<file path="src/rtl/rot_shift_pkg.sv">
// Shared types for the pipelined rotator/shifter: mode encoding, direction codes and stage payload.
// The payload struct is the 32-bit hash-datapath layout; other widths pass their own type to the stages.
package rot_shift_pkg;

  typedef enum logic [1:0] {
    ROT_MODE_ROTATE,
    ROT_MODE_LSHIFT,
    ROT_MODE_ASHIFT,
    ROT_MODE_RSVD
  } rot_mode_e;

  localparam logic ROT_DIR_RIGHT = 1'b0;
  localparam logic ROT_DIR_LEFT  = 1'b1;

  localparam int ROT_W     = 32;
  localparam int ROT_TAG_W = 4;

  typedef struct packed {
    logic [ROT_W-1:0]         data;
    logic [$clog2(ROT_W)-1:0] amt;
    logic                     dir;
    rot_mode_e                mode;
    logic [ROT_TAG_W-1:0]     tag;
  } rot_pay_t;

endpackage

</file>
<file path="src/rtl/rot_shift_pipe_if.sv">
// Valid/ready stream bundle for rot_shift_pipe: request side (in_*) and result side (out_*).
// master = producer/consumer around the unit, slave = the unit itself.
interface rot_shift_pipe_if
  import rot_shift_pkg::*;
#(
  parameter int W     = 32,
  parameter int TAG_W = 4
);
  localparam int SHW = $clog2(W);

  logic             in_valid;
  logic             in_ready;
  logic [W-1:0]     in_data;
  logic [SHW-1:0]   in_amt;
  logic             in_dir;
  rot_mode_e        in_mode;
  logic [TAG_W-1:0] in_tag;

  logic             out_valid;
  logic             out_ready;
  logic [W-1:0]     out_data;
  logic [TAG_W-1:0] out_tag;

  modport master (
    output in_valid, in_data, in_amt, in_dir, in_mode, in_tag, out_ready,
    input  in_ready, out_valid, out_data, out_tag
  );

  modport slave (
    input  in_valid, in_data, in_amt, in_dir, in_mode, in_tag, out_ready,
    output in_ready, out_valid, out_data, out_tag
  );

endinterface

</file>
<file path="src/rtl/rot_shift_stage.sv">
// One pipeline stage: conditional 2^STEP rotate/shift plus enabled payload register (1 cycle, holds when en=0).
// Sign fill for arithmetic right shifts exists only with ROT_SHIFT_ARITH_EN; otherwise mode 10 is logical.
module rot_shift_stage
  import rot_shift_pkg::*;
#(
  parameter int  W     = 32,
  parameter int  STEP  = 0,
  parameter type pay_t = rot_pay_t
) (
  input  logic clk,
  input  logic rst,
  input  logic en,
  input  logic vld_i,
  input  pay_t pay_i,
  output logic vld_q,
  output pay_t pay_q
);

  localparam int S = 1 << STEP;

  pay_t         pay_d;
  logic         vld_d;
  logic [W-1:0] rot_r;
  logic [W-1:0] rot_l;

  always_comb begin
    pay_d = pay_i;
    vld_d = vld_i;
    rot_r = (pay_i.data >> S) | (pay_i.data << (W - S));
    rot_l = (pay_i.data << S) | (pay_i.data >> (W - S));
    if (pay_i.amt[STEP]) begin
      // Reserved mode shares the rotate path.
      if (pay_i.mode == ROT_MODE_ROTATE || pay_i.mode == ROT_MODE_RSVD) begin
        pay_d.data = (pay_i.dir == ROT_DIR_LEFT) ? rot_l : rot_r;
      end else if (pay_i.dir == ROT_DIR_LEFT) begin
        pay_d.data = pay_i.data << S;
`ifdef ROT_SHIFT_ARITH_EN
      end else if (pay_i.mode == ROT_MODE_ASHIFT) begin
        pay_d.data = $signed(pay_i.data) >>> S;
`endif
      end else begin
        pay_d.data = pay_i.data >> S;
      end
    end
  end

  always_ff @(posedge clk) begin
    if (rst) begin
      pay_q <= '0;
      vld_q <= 1'b0;
    end else if (en) begin
      pay_q <= pay_d;
      vld_q <= vld_d;
    end
  end

endmodule

</file>
<file path="src/rtl/rot_shift_pipe.sv">
// Pipelined barrel rotator/shifter, latency $clog2(W) cycles, one item per cycle; global stall when out is blocked.
// in_ready = !out_valid | out_ready; ROT_SHIFT_ARITH_EN enables sign-filled arithmetic right shifts.
module rot_shift_pipe
  import rot_shift_pkg::*;
#(
  parameter int W     = 32,
  parameter int TAG_W = 4
) (
  input logic             clk,
  input logic             rst,
  rot_shift_pipe_if.slave bus
);

  localparam int SHW = $clog2(W);

  if (W < 2 || (W & (W - 1)) != 0) begin : g_w_check
    $error("rot_shift_pipe: W must be a power of two >= 2");
  end

  typedef struct packed {
    logic [W-1:0]     data;
    logic [SHW-1:0]   amt;
    logic             dir;
    rot_mode_e        mode;
    logic [TAG_W-1:0] tag;
  } pay_t;

  logic adv;
  pay_t pay [SHW+1];
  logic vld [SHW+1];

  // Every stage, bubbles included, moves only when the last stage can drain.
  assign adv          = !vld[SHW] || bus.out_ready;
  assign bus.in_ready = adv;

  assign vld[0] = bus.in_valid;
  assign pay[0] = '{data: bus.in_data, amt: bus.in_amt, dir: bus.in_dir,
                    mode: bus.in_mode, tag: bus.in_tag};

  for (genvar i = 0; i < SHW; i++) begin : g_stage
    rot_shift_stage #(
      .W     (W),
      .STEP  (i),
      .pay_t (pay_t)
    ) u_stage (
      .clk   (clk),
      .rst   (rst),
      .en    (adv),
      .vld_i (vld[i]),
      .pay_i (pay[i]),
      .vld_q (vld[i+1]),
      .pay_q (pay[i+1])
    );
  end

  assign bus.out_valid = vld[SHW];
  assign bus.out_data  = pay[SHW].data;
  assign bus.out_tag   = pay[SHW].tag;

  logic unused_ctl;
  assign unused_ctl = ^{pay[SHW].amt, pay[SHW].dir, pay[SHW].mode};

endmodule
</file>
<file path="src/flat_wrapper.sv">
// flat-port wrapper written by rule: the top's interface ports become plain ports
module rot_shift_pipe_flat import rot_shift_pkg::*;
#(
  parameter int W     = 32,
  parameter int TAG_W = 4
)
  (clk, rst, bus_in_valid, bus_in_data, bus_in_amt, bus_in_dir, bus_in_mode, bus_in_tag, bus_out_ready, bus_in_ready, bus_out_valid, bus_out_data, bus_out_tag);
  rot_shift_pipe_if #(.W(W), .TAG_W(TAG_W)) bus_i ();
  input logic clk;
  input logic rst;
  input wire logic [$bits(bus_i.in_valid)-1:0] bus_in_valid;
  input wire logic [$bits(bus_i.in_data)-1:0] bus_in_data;
  input wire logic [$bits(bus_i.in_amt)-1:0] bus_in_amt;
  input wire logic [$bits(bus_i.in_dir)-1:0] bus_in_dir;
  input wire logic [$bits(bus_i.in_mode)-1:0] bus_in_mode;
  input wire logic [$bits(bus_i.in_tag)-1:0] bus_in_tag;
  input wire logic [$bits(bus_i.out_ready)-1:0] bus_out_ready;
  output wire logic [$bits(bus_i.in_ready)-1:0] bus_in_ready;
  output wire logic [$bits(bus_i.out_valid)-1:0] bus_out_valid;
  output wire logic [$bits(bus_i.out_data)-1:0] bus_out_data;
  output wire logic [$bits(bus_i.out_tag)-1:0] bus_out_tag;
  assign bus_i.in_valid = bus_in_valid;
  assign bus_i.in_data = bus_in_data;
  assign bus_i.in_amt = bus_in_amt;
  assign bus_i.in_dir = bus_in_dir;
  assign bus_i.in_mode = bus_in_mode;
  assign bus_i.in_tag = bus_in_tag;
  assign bus_i.out_ready = bus_out_ready;
  assign bus_in_ready = bus_i.in_ready;
  assign bus_out_valid = bus_i.out_valid;
  assign bus_out_data = bus_i.out_data;
  assign bus_out_tag = bus_i.out_tag;
  rot_shift_pipe #(.W(W), .TAG_W(TAG_W)) u_core (.clk(clk), .rst(rst), .bus(bus_i));
endmodule
</file>
<file path="config.mk">
export PLATFORM = sky130hd
export DESIGN_NAME = rot_shift_pipe_flat
export DESIGN_NICKNAME = d
export VERILOG_FILES = /design/src/rtl/rot_shift_pkg.sv /design/src/rtl/rot_shift_pipe_if.sv /design/src/rtl/rot_shift_stage.sv /design/src/rtl/rot_shift_pipe.sv /design/src/flat_wrapper.sv
export SDC_FILE = /design/constraint.sdc
export NUM_CORES = 1
export LEC_CHECK = 0
export ABC_AREA = 1
export BUFFER_PORTS_ARGS = -buffer_cell sky130_fd_sc_hd__buf_2
export CAP_MARGIN = 25
export CORE_UTILIZATION = 40
export CTS_CLUSTER_DIAMETER = 50
export DETAILED_ROUTE_END_ITERATION = 16
export PLACE_DENSITY_LB_ADDON = 0.05
export SLEW_MARGIN = 25
export SYNTH_ARGS = -nofsm -noshare
export SYNTH_HDL_FRONTEND = slang
export SYNTH_SLANG_ARGS = --single-unit
export TNS_END_PERCENT = 5
</file>
<file path="constraint.sdc">
create_clock -name clk -period 2.25 [get_ports clk]
set_input_delay 0.1125 -clock clk [delete_from_list [all_inputs] [get_ports clk]]
set_output_delay 0.1125 -clock clk [all_outputs]
set_load 0.01 [all_outputs]
</file>
# --- Word-level counts from Yosys, hierarchy flattened ---
# Index checks and enable logic that the tools add are counted.
word_totals:
  input_bits: 48
  word_cells: 72
  out_inout_bits: 38
  register_bits: 217
classes:
  mux: 19
  n_reduce_logical: 12
  n_eq_ne: 5
  bitwise: 9
ops:
  columns: ["op", "n"]
  rows:
  - ["two-way mux 32 bit", 19]
  - ["OR 24 x 32 -> 32 bit", 1]
  - ["OR 28 x 32 -> 32 bit", 1]
  - ["OR 30 x 32 -> 32 bit", 1]
  - ["OR 31 x 32 -> 32 bit", 1]
  - ["OR 32 x 1 -> 32 bit", 1]
  - ["OR 32 x 16 -> 32 bit", 1]
  - ["OR 32 x 2 -> 32 bit", 1]
  - ["OR 32 x 4 -> 32 bit", 1]
  - ["OR 32 x 8 -> 32 bit", 1]
  - ["equality test 2 bit (second input constant)", 5]
  - ["logical NOT 2 bit", 5]
  - ["logical OR 1 bit", 6]
  - ["logical NOT 1 bit", 1]

# --- Logic depth before layout (Yosys ltp) ---
logic_depth:
  depth_word: 4
  depth_mapped: 8
  depth_no_buf: 6

# --- Hierarchy ---
# A second synthesis with hierarchy kept.
hier_totals:
  cells_unflattened: 1627
  area_unflattened_um2: 11005.6
by_module_without_submodules:
  columns: ["module", "area_per_inst_um2", "n_inst", "seq_area_each_um2", "cells_each"]
  rows:
  - ["rot_shift_stage (u_core.g_stage[3].u_stage)", 2288.4, 1, 900.9, 349]
  - ["rot_shift_stage (u_core.g_stage[2].u_stage)", 2260.9, 1, 900.9, 330]
  - ["rot_shift_stage (u_core.g_stage[1].u_stage)", 2204.6, 1, 900.9, 320]
  - ["rot_shift_stage (u_core.g_stage[4].u_stage)", 2125.8, 1, 900.9, 310]
  - ["rot_shift_stage (u_core.g_stage[0].u_stage)", 2118.3, 1, 900.9, 316]
  - ["rot_shift_pipe", 7.5, 1, 0.0, 2]

# --- Worst setup path before layout ---
# OpenSTA, ideal clock, no wires.
synth_path:
  path_kind: "flip-flop to flip-flop"
  from: "reg u_core.g_stage[4].u_stage.vld_q"
  to: "reg u_core.g_stage[3].u_stage.pay_q[13] (netlist bit)"
  slack_ns: 1.115
  setup_time_ns: 0.122
  period_less_slack_ns: 1.135
  path_stages_with_launch: 6
  required_time_ns: 2.128
  t_arrival_ns: 1.013
  path_cell_list: "dfxtp_1 -> nand2_4 -> buf_4 -> buf_2 -> o21ai_0 -> a21oi_2"
synth_between:
  elab_chain_cells: 2
synth_lines:
  columns: ["element", "line_no", "text"]
  rows:
  - ["start, declared", "rot_shift_stage.sv:15", "output logic vld_q,"]
  - ["start signal, assigned", "rot_shift_stage.sv:53", "vld_q <= vld_d;"]
  - ["logical NOT 1 bit", "rot_shift_pipe.sv:33", "assign adv = !vld[SHW] || bus.out_ready;"]
  - ["logical OR 1 bit", "rot_shift_pipe.sv:33", null]
  - ["end signal, assigned", "rot_shift_stage.sv:52", "pay_q <= pay_d;"]
  - ["end, declared", "rot_shift_stage.sv:16", "output pay_t pay_q"]
# No other way between the ends.
# A chain may end at the register's enable or synchronous reset.

# --- Worst setup path after layout ---
layout_path:
  from: "reg u_core.g_stage[4].u_stage.vld_q"
  to: "reg u_core.g_stage[0].u_stage.pay_q[41] (netlist bit)"
layout_between:
  elab_chain_cells: 2
layout_lines:
  columns: ["element", "line_no"]
  rows:
  - ["logical NOT 1 bit", "rot_shift_pipe.sv:33"]
  - ["logical OR 1 bit", "rot_shift_pipe.sv:33"]
  - ["end signal, assigned", "rot_shift_stage.sv:52"]
  - ["end, declared", "rot_shift_stage.sv:16"]
# No other way between the ends.

==> flow_metrics.env <==
export IMPL_dp_hpwl_mm=18.8
export IMPL_synth_edf_count=0
export IMPL_synth_most_common_cell="nand2_1"
export IMPL_worstHoldStart="bus_in_amt[0]"
export IMPL_placement_rows=59
export IMPL_maxSlewViolCount=0
export IMPL_status="finished clean"
export IMPL_grt_setup_unrepaired="no"
export IMPL_arrival_ps=2470
export IMPL_synth_common_cells="318 x nand2_1, 268 x o21ai_0, 207 x dfxtp_1, 201 x nor2_1, 149 x inv_1"
export IMPL_cp_end_kind="register"
export IMPL_pwr_share_comb_pct=9.3
export IMPL_placed_area_um2=11000
export IMPL_switching_share_pct=24.9
export IMPL_clk_latency_ps=510
export IMPL_wl_per_cell_um=14.4
export IMPL_p_clk_share_pct=51.8
export IMPL_synth_top_area_cell="dfxtp_1"
export IMPL_crit_path_cell_trace="nand2_8, buf_12, buf_12, o21ai_0, a31oi_1, dlygate4sd3_1"
export IMPL_cp_startpoint="u_core.g_stage[4].u_stage.vld_q"
export IMPL_fin_setup_tns_ps=0
export IMPL_fillCellCount=2726
export IMPL_grt_pass1_vias=9152
export IMPL_dr_pass1_iters=5
export IMPL_pin_count=86
export IMPL_power_frac_seq_pct=38.9
export IMPL_ys_seq_area_share_pct=39.1
export IMPL_portBuffers=85
export IMPL_core_area_um2=26100
export IMPL_cts_buffers=34
export IMPL_reg2reg_from="u_core.g_stage[4].u_stage.vld_q"
export IMPL_fp_dieW_um=165
export IMPL_multi_input_area_um2=5110
export IMPL_dp_cells=1916
export IMPL_grt_pass1_wl_mm=47.6
export IMPL_hold_viol=0
export IMPL_ys_ff_latch=207
export IMPL_drtIter0Drc=740
export IMPL_htree_levels=2
export IMPL_vdd_drop_max_mv=0.628
export IMPL_finalNonFillerCells=2039
export IMPL_vias=10300
export IMPL_grt_max_degree=80
export IMPL_netlist_area_leader_share_pct=39.1
export IMPL_p_leak_uw=0.00540
export IMPL_synthArstFlopShare_pct=0
export IMPL_drt_total_wl_mm=29.3
export IMPL_p_int_uw=7850
export IMPL_critPathLaunchType="register"
export IMPL_final_area_um2=12800
export IMPL_synth_fp_nets=1650
export IMPL_finalCritPeriodShare_pct=90.1
export IMPL_place_congestion=0.813
export IMPL_syn_avg_cell_area_um2=6.62
export IMPL_clkSinkCount=207
export IMPL_n_antenna_cell=0
export IMPL_skew_ps=18.5
export IMPL_relSlewSlack_pct=43.8
export IMPL_start_util_pct=40.7
export IMPL_critPathRequiredTime_ps=2690
export IMPL_grt_antenna_before_repair=0
export IMPL_area_growth_pct=21.0
export IMPL_ant_nets=0
export IMPL_via_per_inst=5.06
export IMPL_slowest_stage="dlygate4sd3_1"
export IMPL_fmax_mhz=494
export IMPL_fin_nets=1726
export IMPL_power_switching_uw=2600
export IMPL_clk_pin_slew_ps=50
export IMPL_pre_cts_slack_ps=552
export IMPL_setup_viol=0
export IMPL_ys_types=22
export IMPL_cts_root_buf="clkbuf_16"
export IMPL_critical_path_class="register to register"
export IMPL_route_detailed_drc=0
export IMPL_die_area_um2=27200
export IMPL_syn_inst=1602
export IMPL_synth_area_top_cells="dfxtp_1 39%, o21ai_0 13%, nand2_1 11%, nor2_1 7.1%, a31oi_1 5.8%"
export IMPL_postCtsSetupRepairBufs=0
export IMPL_worst_slew_pin_slew_ps=841
export IMPL_drive_gt1_share_pct=11.4
export IMPL_grt_overflow_total=0
export IMPL_max_stage_delay_ps=570
export IMPL_min_period_ps=2030
export IMPL_critPathMaxFanout=57
export IMPL_syn_area_um2=10600
export IMPL_yosys_warnings=0
export IMPL_hp_class="input port to register"
export IMPL_grt_total_usage_pct=21.6
export IMPL_cp_common_cell="buf_12"
export IMPL_p_per_area_nw_per_um2=814
export IMPL_clock_path_buffers=3
export IMPL_die_y_um=165
export IMPL_synth_main_ff_cell="dfxtp_1"
export IMPL_regArea_um2=4150
export IMPL_drv_cap=0
export IMPL_cts_tree="yes"
export IMPL_setup_slack_ps=224
-- worst max-delay path, delay by kind of cell (launching register included) --
kind,cells,cell delay (ps)
buf+inv,3,1090
flops,1,370
compound gates,2,260
simple gates,1,230
-- power groups by stage --
stage	registers (uW)	clock network [uW]	logic, uW
finish	4060	5410	974
global route	4080	5720	1120
CTS	4060	5540	977
detailed placement	4130	0	886
global placement	4130	0	882
floorplan	4050	0	685
-- final timing paths --
kind | endpoint | slack, ps | cells after the start
worst min register to register | u_core.g_stage[3].u_stage.vld_q | 480 | 2
worst min-delay path | u_core.g_stage[0].u_stage.pay_q[43] | 70 | 4
worst max-delay path | u_core.g_stage[0].u_stage.pay_q[41] | 220 | 6
worst max register to register | u_core.g_stage[0].u_stage.pay_q[41] | 220 | 6
-- final cells by class --
cell class | instances | area share [%]
tap | 335 | 3.27
inverter | 161 | 4.73
sequential | 207 | 32.3
multi-input combinational | 1104 | 39.8
clock buffer | 49 | 8.11
timing repair buffer | 170 | 10.5
clock inverter | 13 | 1.27
-- flip-flops by register name, indices dropped and copies added, names as in the netlist --
| signal | cells |
|---|---|
| u_core.g_stage.u_stage.vld_q | 5 |
| u_core.g_stage.u_stage.pay_q | 202 |
-- kinds of logic after synthesis --
logic type / count (synthesis) / share of synthesized area (%)
AOI/OAI and AO/OA: 541 / 27.3
xor gates and xnor gates: 1 / 0.0826
buffers and inverters: 292 / 13.0
DFF: 207 / 39.1
and+or+nand+nor: 561 / 20.6
-- per-layer routing --
| metal | track usage (%) | vias up | wire (um) |
|---|---|---|---|
| met2 | 34.2 | 167 | 13100 |
| met3 | 3.84 | 38 | 994 |
| li1 | - | 5453 | - |
| met5 | 0 | - | 0 |
| met1 | 29.8 | 4666 | 14600 |
| met4 | 6.05 | 0 | 596 |
-- per-stage QoR --
stage                     util (%)  hold slack [ps]  power [uW]
after floorplan                  -              185        4740
after global placement        42.3              326        5010
after detailed placement      42.3              338        5020
after CTS                     49.2             50.1       10600
after global routing          49.3             75.0       10900
final                         49.3             70.5       10400
-- cells in the final DEF, fill, tap and decap left out, drive strengths merged --
cell type	count
nand2	324
o21ai	314
dfxtp	207
nor2	201
inv	163
buf	110
a21oi	107
a31oi	98
dlygate4sd3	60
clkbuf	49
nand3	30
o211ai	22
or2	7
clkinv	5
clkinvlp	3
bufinv	3
xor2	1
-- repair_timing --
item / 4_1_cts / 5_1_grt
endpoints found under the hold margin: 44 / 0
endpoints found under the setup margin: 0 / 3
hold buffers: 60 / 0
gates resized for setup: 0 / 1
Power figures use the tool's default switching activity.
